### config.mk
export PLATFORM = sky130hd
export DESIGN_NAME = sal_traffic_gen
export DESIGN_NICKNAME = d
export VERILOG_FILES = /design/src/rtl/sal_traffic_gen.sv
export SDC_FILE = /design/constraint.sdc
export NUM_CORES = 1
export LEC_CHECK = 0
export CAP_MARGIN = 20
export CORE_MARGIN = 4
export CORE_UTILIZATION = 45
export DETAILED_ROUTE_END_ITERATION = 10
export PLACE_DENSITY = 0.81
export SLEW_MARGIN = 10
export SYNTH_ARGS = -nofsm -noshare
export SYNTH_HDL_FRONTEND = slang
export SYNTH_SLANG_ARGS = --single-unit
### constraint.sdc
create_clock -name clk -period 24.4 [get_ports clk]
set_clock_uncertainty 0.1 [all_clocks]
set_input_delay 3.66 -clock clk [delete_from_list [all_inputs] [get_ports clk]]
set_output_delay 3.66 -clock clk [all_outputs]
set_load 0.005 [all_outputs]
### src/rtl/sal_traffic_gen.sv
// Memory traffic generator: writes a seeded pattern, reads it back through
// a slot-tracked out-of-order read engine, and counts mismatching beats.
module sal_traffic_gen #(
  parameter int ID_WIDTH   = 4,
  parameter int DATA_WIDTH = 128,
  parameter int BEATS      = 2,
  parameter int RA_WIDTH   = 16,
  parameter int CA_WIDTH   = 10,
  parameter int MAX_OUTST  = 4
) (
  input  logic                    clk,
  input  logic                    rst_n,
  input  logic                    start,
  input  logic [1:0]              mode,
  input  logic [15:0]             num_txn,
  input  logic [31:0]             base_addr,
  input  logic [31:0]             seed,
  output logic                    busy,
  output logic                    done,
  output logic                    pass,
  output logic [15:0]             err_cnt,
  output logic [31:0]             first_err_addr,
  output logic                    req_valid,
  input  logic                    req_ready,
  output logic [ID_WIDTH-1:0]     req_id,
  output logic [RA_WIDTH-1:0]     req_ra,
  output logic [CA_WIDTH-1:0]     req_ca,
  output logic                    req_wr,
  output logic [7:0]              req_len,
  output logic                    w_valid,
  input  logic                    w_ready,
  output logic [ID_WIDTH-1:0]     w_id,
  output logic [DATA_WIDTH-1:0]   w_data,
  output logic [DATA_WIDTH/8-1:0] w_strb,
  output logic                    w_last,
  input  logic                    r_valid,
  output logic                    r_ready,
  input  logic [ID_WIDTH-1:0]     r_id,
  input  logic [DATA_WIDTH-1:0]   r_data,
  input  logic [1:0]              r_resp,
  input  logic                    r_last
);

  localparam int TXN_BYTES = BEATS * DATA_WIDTH / 8;
  localparam int WORDS     = DATA_WIDTH / 32;
  localparam int BW        = (BEATS > 1) ? $clog2(BEATS) : 1;
  localparam int SW        = (MAX_OUTST > 1) ? $clog2(MAX_OUTST) : 1;

  typedef enum logic [2:0] {IDLE, WRITE, READ, RDRAIN, DONE} state_t;
  state_t state_reg, state_next;

  logic [1:0]            mode_reg;
  logic [15:0]           num_reg;
  logic [31:0]           seed_reg, base_reg, addr_reg;
  logic [15:0]           k_reg;
  logic                  req_done_reg, w_done_reg;
  logic [BW-1:0]         w_beat_reg;
  logic [MAX_OUTST-1:0]  alloc_reg;
  logic [15:0]           slot_k_reg [MAX_OUTST];
  logic [BW-1:0]         slot_beat_reg [MAX_OUTST];
  logic                  hold_reg;
  logic [SW-1:0]         hold_slot_reg;
  logic [15:0]           err_cnt_reg;
  logic [31:0]           first_err_addr_reg;

  function automatic logic [DATA_WIDTH-1:0] beat_pattern(input logic [31:0] s,
                                                         input logic [15:0] k,
                                                         input logic [15:0] b);
    return {WORDS{s ^ {k, b}}};
  endfunction

  logic start_ok, last_k, req_fire, w_fire, txn_done, rsp_fire;
  assign start_ok = start && (state_reg == IDLE || state_reg == DONE);
  assign last_k   = (k_reg == num_reg - 16'd1);
  assign req_fire = req_valid && req_ready;
  assign w_fire   = w_valid && w_ready;
  assign txn_done = (req_done_reg || req_fire) && (w_done_reg || (w_fire && w_last));
  assign rsp_fire = r_valid && r_ready;

  // Response decode: one-hot slot hit, and slots released by this cycle's r_last.
  logic [MAX_OUTST-1:0] rsp_hit, rel_mask, free_now;
  genvar gi;
  generate
    for (gi = 0; gi < MAX_OUTST; gi++) begin : g_slot
      assign rsp_hit[gi]  = (r_id == ID_WIDTH'(gi));
      assign rel_mask[gi] = rsp_fire && r_last && rsp_hit[gi] && alloc_reg[gi];
    end
  endgenerate
  assign free_now = ~alloc_reg | rel_mask;

  logic [15:0]   rsp_k;
  logic [BW-1:0] rsp_beat;
  logic          rsp_alloc, rsp_exp_last, rsp_bad, free_any;
  logic [SW-1:0] free_slot, rd_slot;
  logic [31:0]   rsp_err_addr;

  always_comb begin
    rsp_k     = '0;
    rsp_beat  = '0;
    rsp_alloc = 1'b0;
    for (int i = 0; i < MAX_OUTST; i++) begin
      if (rsp_hit[i]) begin
        rsp_k     = slot_k_reg[i];
        rsp_beat  = slot_beat_reg[i];
        rsp_alloc = alloc_reg[i];
      end
    end
    free_any  = 1'b0;
    free_slot = '0;
    for (int i = MAX_OUTST - 1; i >= 0; i--) begin
      if (free_now[i]) begin
        free_any  = 1'b1;
        free_slot = SW'(i);
      end
    end
  end

  // A read offered but not yet accepted keeps its slot so req_id stays stable.
  assign rd_slot      = hold_reg ? hold_slot_reg : free_slot;
  assign rsp_exp_last = (rsp_beat == BW'(BEATS - 1));
  assign rsp_bad      = !rsp_alloc || (r_data != beat_pattern(seed_reg, rsp_k, 16'(rsp_beat))) ||
                        (r_resp != 2'b00) || (r_last != rsp_exp_last);
  assign rsp_err_addr = base_reg + 32'(rsp_k) * 32'(TXN_BYTES);

  always_ff @(posedge clk or posedge rst_n) begin
    if (rst_n) state_reg <= IDLE;
    else       state_reg <= state_next;
  end

  always_comb begin
    state_next = state_reg;
    req_valid  = 1'b0;
    req_id     = '0;
    req_wr     = 1'b0;
    w_valid    = 1'b0;
    r_ready    = 1'b0;
    busy       = 1'b0;
    done       = 1'b0;
    case (state_reg)
      WRITE: begin
        busy      = 1'b1;
        req_wr    = 1'b1;
        req_valid = !req_done_reg;
        req_id    = ID_WIDTH'(k_reg);
        w_valid   = !w_done_reg;
        if (txn_done && last_k) state_next = (mode_reg == 2'd0) ? READ : DONE;
      end
      READ: begin
        busy      = 1'b1;
        r_ready   = 1'b1;
        req_valid = hold_reg || free_any;
        req_id    = ID_WIDTH'(rd_slot);
        if (req_fire && last_k) state_next = RDRAIN;
      end
      RDRAIN: begin
        busy    = 1'b1;
        r_ready = 1'b1;
        if (alloc_reg == '0) state_next = DONE;
      end
      DONE:    done = 1'b1;
      default: ;
    endcase
    if (start_ok) begin
      if (num_txn == 16'd0)   state_next = DONE;
      else if (mode == 2'd2)  state_next = READ;
      else                    state_next = WRITE;
    end
  end

  always_ff @(posedge clk or posedge rst_n) begin
    if (rst_n) begin
      mode_reg           <= '0;
      num_reg            <= '0;
      seed_reg           <= '0;
      base_reg           <= '0;
      addr_reg           <= '0;
      k_reg              <= '0;
      req_done_reg       <= 1'b0;
      w_done_reg         <= 1'b0;
      w_beat_reg         <= '0;
      alloc_reg          <= '0;
      hold_reg           <= 1'b0;
      hold_slot_reg      <= '0;
      err_cnt_reg        <= '0;
      first_err_addr_reg <= '0;
      for (int i = 0; i < MAX_OUTST; i++) begin
        slot_k_reg[i]    <= '0;
        slot_beat_reg[i] <= '0;
      end
    end else if (start_ok) begin
      mode_reg           <= mode;
      num_reg            <= num_txn;
      seed_reg           <= seed;
      base_reg           <= base_addr;
      addr_reg           <= base_addr;
      k_reg              <= '0;
      req_done_reg       <= 1'b0;
      w_done_reg         <= 1'b0;
      w_beat_reg         <= '0;
      alloc_reg          <= '0;
      hold_reg           <= 1'b0;
      err_cnt_reg        <= '0;
      first_err_addr_reg <= '0;
    end else begin
      if (state_reg == WRITE) begin
        if (req_fire) req_done_reg <= 1'b1;
        if (w_fire) begin
          w_beat_reg <= w_last ? '0 : w_beat_reg + BW'(1);
          if (w_last) w_done_reg <= 1'b1;
        end
        if (txn_done) begin
          req_done_reg <= 1'b0;
          w_done_reg   <= 1'b0;
          // Mode 0 replays the same address sequence for the read pass.
          k_reg        <= last_k ? 16'd0 : k_reg + 16'd1;
          addr_reg     <= last_k ? base_reg : addr_reg + 32'(TXN_BYTES);
        end
      end
      if (state_reg == READ) begin
        if (req_fire) begin
          k_reg    <= k_reg + 16'd1;
          addr_reg <= addr_reg + 32'(TXN_BYTES);
          hold_reg <= 1'b0;
        end else if (req_valid) begin
          hold_reg      <= 1'b1;
          hold_slot_reg <= rd_slot;
        end
      end
      if (rsp_fire && rsp_bad) begin
        if (err_cnt_reg != 16'hFFFF) err_cnt_reg <= err_cnt_reg + 16'd1;
        if (err_cnt_reg == 16'd0)    first_err_addr_reg <= rsp_err_addr;
      end
      // Allocation is applied after release so a slot can turn around in one cycle.
      for (int i = 0; i < MAX_OUTST; i++) begin
        if (rsp_fire && rsp_hit[i] && alloc_reg[i]) begin
          if (r_last) begin
            alloc_reg[i]     <= 1'b0;
            slot_beat_reg[i] <= '0;
          end else begin
            slot_beat_reg[i] <= (slot_beat_reg[i] == BW'(BEATS - 1)) ? '0 : slot_beat_reg[i] + BW'(1);
          end
        end
        if (state_reg == READ && req_fire && rd_slot == SW'(i)) begin
          alloc_reg[i]     <= 1'b1;
          slot_k_reg[i]    <= k_reg;
          slot_beat_reg[i] <= '0;
        end
      end
    end
  end

  logic addr_unused;
  assign addr_unused    = ^addr_reg;

  assign req_ra         = addr_reg[RA_WIDTH+CA_WIDTH+2:CA_WIDTH+3];
  assign req_ca         = addr_reg[CA_WIDTH+2:3];
  assign req_len        = 8'd1;
  assign w_id           = ID_WIDTH'(k_reg);
  assign w_data         = beat_pattern(seed_reg, k_reg, 16'(w_beat_reg));
  assign w_strb         = '1;
  assign w_last         = (state_reg == WRITE) && (w_beat_reg == BW'(BEATS - 1));
  assign err_cnt        = err_cnt_reg;
  assign first_err_addr = first_err_addr_reg;
  assign pass           = done && (err_cnt_reg == 16'd0);

endmodule

==> impl_metrics.py, run 1 <==
metrics = {
    "run_status": {
        "status": "complete, no violations",
    },
    "floorplanning": {
        "core_area_um2": 35700,
        "die_y_um": 199,
        "placementRows": 69,
        "die_w_um": 199,
        "initial_core_util": 0.458,
        "dieArea_um2": 39500,
        "io_pins": 465,
    },
    "global_route": {
        "gr-total-overflow": 0,
        "grt.total_usage": 0.269,
        "antenna_found_initial": 1,
        "grt_max_degree": 128,
        "grt_pass1_wl_um": 83800,
        "grt_pass1_vias": 14200,
    },
    "pwr": {
        "ir_drop_mv": 0.0615,
        "pwr-share-clk": 0.218,
        "p_leak_nw": 9.11,
        "p_sw_uw": 818,
        "p_int_mw": 1.32,
        "power_density_nw_per_um2": 101,
        "p_comb_frac": 0.438,
        "seq_power_share": 0.344,
        "swShare": 0.383,
    },
    "sta": {
        "setup_tns_ps": 0,
        "setup_violations": 0,
        "finalCritPeriodShare": 0.435,
        "relSlewSlack": 0.247,
        "worstMarginPinSlew_ps": 1130,
        "hold_viol": 0,
        "drv_slew": 0,
        "max_freq_mhz": 94.3,
        "setup_slack_ps": 13790,
        "fin_crit_ps": 10610,
        "rsz0062_at_grt": "no",
    },
    "clock_network": {
        "ctsRootBufferMaster": "clkbuf_16",
        "cts_setup_buffers": 0,
        "post_cts_hold_buffer_count": 0,
        "clkTransAtPathRegs_ps": 60,
        "clk_path_buf_depth": 3,
        "clock_latency_ps": 560,
        "cts_tree": "yes",
        "cts_buffers": 29,
        "cts_max_level": 1,
        "clock-sinks": 253,
        "cts.repair.resized": 0,
    },
    "synth": {
        "synth_top_area_frac": 0.387,
        "synth_ff_type": "dfrtp_1",
        "synthesis.area_um2": 16400,
        "syn_area_per_cell_um2": 8.97,
        "synth-seq-cells": 253,
        "synth_top_area_cell": "dfrtp_1",
        "synthArstFlopShare": 1.00,
        "synth-edff-count": 0,
        "ys_top_cells_by_area": "dfrtp_1 (39%), nand2_1 (7.7%), buf_4 (6.6%)",
        "synth_cell_type_count": 90,
        "ys_seq_area_frac": 0.387,
        "syn_inst": 1825,
        "yosys_warnings": 0,
    },
    "cells_and_area": {
        "largest_register_ffs": 64,
        "syn2layout_area_growth_pct": 28.6,
        "fin_area_um2": 21000,
        "layout_common_cells": "clkdlybuf4s50_1 (439), nand2_1 (336), dfrtp_1 (253)",
        "final_layout_size_suffix_gt1_frac": 0.0761,
        "layout_commonest_cell": "clkdlybuf4s50_1",
        "num-nets-final": 2338,
    },
    "setup_path": {
        "startpoint_type": "input pin",
        "end_kind": "output port",
        "crit_required_ps": 20640,
        "critPathKind": "in2out",
        "crit_arrival_ps": 6850,
        "critPathMaxFanout": 7,
        "worstRegToRegCells": 10,
    },
    "route": {
        "drtAntennaViolNets": 0,
        "drt_first_pass_iters": 7,
        "routed_wl_um": 56000,
        "drc": 0,
        "routedWlPerCell_um": 21.7,
        "viasPerCell": 5.75,
        "drt-initial-drc-count": 1198,
        "via_count": 14800,
    },
    "placed_design": {
        "place_hpwl_um": 42400,
        "portBuffers": 440,
        "gp_congestion": 0.953,
        "placed_area_um2": 20000,
        "dp_slack_ps": 14000,
    },
    "flow_run": {
        "max-cap-violations": 0,
    },
    "min_path": {
        "holdPathStages": 2,
        "worstHoldPathType": "reg2reg",
    },
}
layout make-up:
class                           count  area (um2)
Antenna cell                        2        5.00
Clock buffer                       40         837
Clock inverter                     14         188
Fill cell                        3087       14700
Inverter                           41         161
Multi-Input combinational cell   1318        8470
Sequential cell                   253        6330
Tap cell                          461         577
Timing Repair Buffer              450        4470
synth_stat cells, types with 7 or more instances:
cell / count
xor2_1: 64
or3_1: 19
mux2_2: 61
nand3_1: 49
nand4_1: 26
ha_1: 21
mux2i_1: 87
a211oi_1: 7
clkbuf_1: 68
buf_2: 13
o211ai_1: 17
nand2b_1: 10
xnor2_1: 57
mux2_1: 10
and3_1: 36
buf_4: 143
a221oi_1: 11
and2_1: 11
o22ai_2: 11
buf_6: 9
o21ai_0: 64
nor3_1: 43
a21oi_1: 49
nor4_1: 20
nor2_1: 95
dfrtp_1: 253
o22ai_1: 16
a31oi_1: 9
nand2_1: 337
nand3b_1: 9
o31ai_1: 10
inv_1: 40
a21o_1: 7
nor2b_1: 17
or4_1: 13
metrics by stage:
stage | util | hold slack, ps | total power, mW | instances
4_1_cts | 0.589 | 377 | 2.14 | 2577
5_1_grt | 0.589 | 389 | 2.26 | 2578
3_5_place_dp | 0.560 | 362 | 1.67 | 2523
6_report | 0.589 | 374 | 2.14 | 2579
2_1_floorplan | - | 339 | 1.26 | 1847
3_3_place_gp | 0.560 | 351 | 1.64 | 2523
logic make-up after synthesis:
family                     after synthesis  synth area share
and+or+nand+nor                        721             0.211
buffers and inverters                  276             0.101
AOI/OAI and AO/OA                      271             0.115
DFF                                    253             0.387
muxes                                  158             0.102
xor gates and xnor gates               122            0.0658
adders and majority gates               22            0.0173
other                                    2          0.000459
worst max-delay path, cell delays in order:
cell,delay [ps]
clkdlybuf4s50_1,500
nand3b_2,180
nor4_1,730
and2_1,270
nand2_1,100
o211ai_1,160
nand2_1,130
o21ai_2,330
a22o_1,250
clkdlybuf4s50_1,530
final timing paths:
| path | startpoint | endpoint | slack, ps |
|---|---|---|---|
| worst min register to register | base_reg[1]$_DFFE_PP0P_ | base_reg[1]$_DFFE_PP0P_ | 370 |
| worst max register to register | seed_reg[15]$_DFFE_PP0P_ | first_err_addr[21]$_DFFE_PP0P_ | 19990 |
| max in group asynchronous | rst_n | slot_k_reg[59]$_DFFE_PP0P_ | 19070 |
| worst min-delay path | base_reg[1]$_DFFE_PP0P_ | base_reg[1]$_DFFE_PP0P_ | 370 |
| min in group asynchronous | rst_n | first_err_addr[1]$_DFFE_PP0P_ | 3590 |
| worst max-delay path | r_valid | req_id[0] | 13790 |
power groups by stage:
stage | clock (mW) | combinational [mW] | sequential (mW)
finish | 0.465 | 0.935 | 0.736
floorplan | 0 | 0.609 | 0.650
global placement | 0 | 0.906 | 0.733
global route | 0.490 | 1.01 | 0.755
detailed placement | 0 | 0.929 | 0.738
CTS | 0.470 | 0.936 | 0.732
metal layers:
metal,vias to the layer above,GRT usage,share of wire
met3,123,0.0349,0.071
met2,707,0.450,0.48
met5,-,0,0
met1,7226,0.359,0.41
li1,6786,-,-
met4,0,0.0960,0.040
(Power assumes the default switching activity.)
==> inputs of run 2 (changes only) <==
--- a/config.mk
+++ b/config.mk
@@ -7,9 +7,9 @@
 export LEC_CHECK = 0
 export CAP_MARGIN = 20
 export CORE_MARGIN = 4
-export CORE_UTILIZATION = 45
+export CORE_UTILIZATION = 44
 export DETAILED_ROUTE_END_ITERATION = 10
-export PLACE_DENSITY = 0.81
+export PLACE_DENSITY = 0.83
 export SLEW_MARGIN = 10
 export SYNTH_ARGS = -nofsm -noshare
 export SYNTH_HDL_FRONTEND = slang
==> constraint.sdc (replaced) <==
create_clock -name clk -period 8.9 [get_ports clk]
set_clock_uncertainty 0.1 [all_clocks]
set_input_delay 1.335 -clock clk [delete_from_list [all_inputs] [get_ports clk]]
set_output_delay 1.335 -clock clk [all_outputs]
set_load 0.005 [all_outputs]
==> impl_metrics.py, run 2 (synthesis gave the netlist of run 1 again) <==
metrics = {
    "clock_network": {
        "cts.repair.resized": 0,
        "clk_path_buf_depth": 3,
        "cts_tree": "yes",
        "clock_latency_ps": 560,
        "ctsRootBufferMaster": "clkbuf_16",
        "cts_setup_buffers": 0,
        "cts_buffers": 29,
        "clock-sinks": 253,
        "clkTransAtPathRegs_ps": 60,
        "cts_max_level": 1,
        "post_cts_hold_buffer_count": 0,
    },
    "pwr": {
        "pwr-share-clk": 0.207,
        "p_comb_frac": 0.444,
        "p_leak_nw": 9.11,
        "ir_drop_mv": 0.151,
        "finalPower_mw": 5.78,
        "p_int_mw": 3.55,
        "seq_power_share": 0.349,
        "p_sw_mw": 2.24,
        "power_density_nw_per_um2": 275,
        "swShare": 0.387,
    },
    "sta": {
        "hold_viol": 0,
        "relSlewSlack": 0.261,
        "setup_tns_ps": 0,
        "setup_violations": 0,
        "fin_crit_ps": 5860,
        "setup_slack_ps": 3040,
        "worstMarginPinSlew_ps": 1110,
        "max_freq_mhz": 171,
        "rsz0062_at_grt": "no",
        "drv_slew": 0,
        "finalCritPeriodShare": 0.658,
    },
    "route": {
        "routedWlPerCell_um": 21.7,
        "routed_wl_um": 56100,
        "drc": 0,
        "viasPerCell": 5.72,
        "drtAntennaViolNets": 0,
        "drt_first_pass_iters": 5,
        "via_count": 14800,
        "drt-initial-drc-count": 1267,
    },
    "setup_path": {
        "crit_family": "simple AND/OR/NAND/NOR gates",
        "cpMaxStageDelayCell": "nor4_1",
        "end_kind": "output port",
        "worstRegToRegCells": 11,
        "critPathMaxStageDelay_ps": 740,
        "timing.rr.start": "num_reg[0]$_DFFE_PP0P_",
        "critPathKind": "in2out",
        "crit_chain": "clkdlybuf4s50_1 > nand3b_2 > nor4_1 > and2_1 > nand2_1 > o211ai_1 > nand2_1 > o21ai_2 > a22o_1 > clkdlybuf4s50_1",
        "startpoint_type": "input pin",
        "r2r_slack_ps": 4840,
        "cp.buffers_inverters": 2,
        "crit_required_ps": 7470,
        "crit_arrival_ps": 4420,
        "critPathMaxFanout": 7,
        "r2r_end": "addr_reg[10]$_DFF_PP0_",
    },
    "global_route": {
        "antenna_found_initial": 1,
        "grt_pass1_wl_um": 85700,
        "gr-total-overflow": 0,
        "grt_pass1_vias": 14500,
        "grt_max_degree": 164,
        "grt.total_usage": 0.265,
    },
    "placed_design": {
        "gp_congestion": 0.937,
        "placed_area_um2": 20000,
        "portBuffers": 440,
        "dp_slack_ps": 2990,
        "place_hpwl_um": 42900,
        "placed_cells_incl_taps": 2531,
    },
    "floorplanning": {
        "dieArea_um2": 40300,
        "die_y_um": 201,
        "placementRows": 70,
        "io_pins": 465,
        "die_w_um": 201,
        "initial_core_util": 0.447,
        "core_area_um2": 36600,
    },
    "cells_and_area": {
        "layout_commonest_cell": "clkdlybuf4s50_1",
        "layout.cells.non_filler": 2588,
        "largest_register_ffs": 64,
        "syn2layout_area_growth_pct": 28.6,
        "layout_common_cells": "clkdlybuf4s50_1 (439), nand2_1 (336), dfrtp_1 (253)",
        "insertedDiodeCount": 0,
        "num-nets-final": 2342,
        "final_layout_size_suffix_gt1_frac": 0.0769,
        "fillers": 3168,
        "fin_area_um2": 21000,
    },
    "run_status": {
        "status": "complete, no violations",
    },
    "flow_run": {
        "max-cap-violations": 0,
    },
    "min_path": {
        "hp-start": "base_reg[2]$_DFFE_PP0P_",
        "worstHoldPathType": "reg2reg",
        "holdPathStages": 2,
        "hold_end": "base_reg[2]$_DFFE_PP0P_",
    },
}
==> run 2: changes by cell type in the layout (fill, tap and decap cells not counted), sizes merged <==
| cell | before | now |
|---|---|---|
| bufinv | 4 | 2 |
| buf | 11 | 15 |
| diode | 2 | 0 |
| inv | 43 | 42 |
| clkinv | 4 | 7 |
==> run 2: metrics by stage <==
stage | utilization | hold slack (ps)
CTS | 0.574 | 378
global placement | 0.548 | 352
detailed placement | 0.548 | 362
floorplan | - | 339
finish | 0.575 | 375
global route | 0.575 | 406
==> run 2: area by class of cell <==
cell class,instances,area (um2),area share
clock buffer,40,817,0.0388
clock inverter,14,141,0.00672
inverter,41,161,0.00767
multi-input combinational,1318,8470,0.403
sequential,253,6330,0.301
tap,468,586,0.0278
timing repair buffer,454,4540,0.216
==> run 2: power by group through the flow <==
stage / sequential, mW / clock [mW] / combinational (mW)
after floorplan: 1.78 / 0 / 1.67
after global placement: 2.01 / 0 / 2.50
after detailed placement: 2.03 / 0 / 2.55
after CTS: 2.01 / 1.21 / 2.57
after global routing: 2.07 / 1.26 / 2.78
final: 2.02 / 1.19 / 2.57
==> run 2: layer usage <==
layer	routed length, um	track usage
met1	22300	0.339
met2	27600	0.456
met4	2010	0.0897
met3	4180	0.0473
met5	13	0
==> run 2: worst reg2reg max path: cells and delay by family, from the launching register on <==
family | cells | cell delay [ps]
buf+inv | 1 | 100
flops | 1 | 440
fa+ha+maj | 1 | 190
compound gates | 3 | 790
simple gates | 6 | 2330
==> run 2: worst max path at each step <==
stage                                      to  slack [ps]    start  cells past startpoint
2_1_floorplan          addr_reg[10]$_DFF_PP0_         510    rst_n                      1
3_3_place_gp   first_err_addr[15]$_DFFE_PP0P_        3060  r_id[1]                     12
3_5_place_dp   first_err_addr[23]$_DFFE_PP0P_        2990  r_id[1]                     12
4_1_cts                             req_id[0]        3080  r_valid                     10
5_1_grt                             req_id[0]        2850  r_valid                     10
6_report                            req_id[0]        3040  r_valid                     10
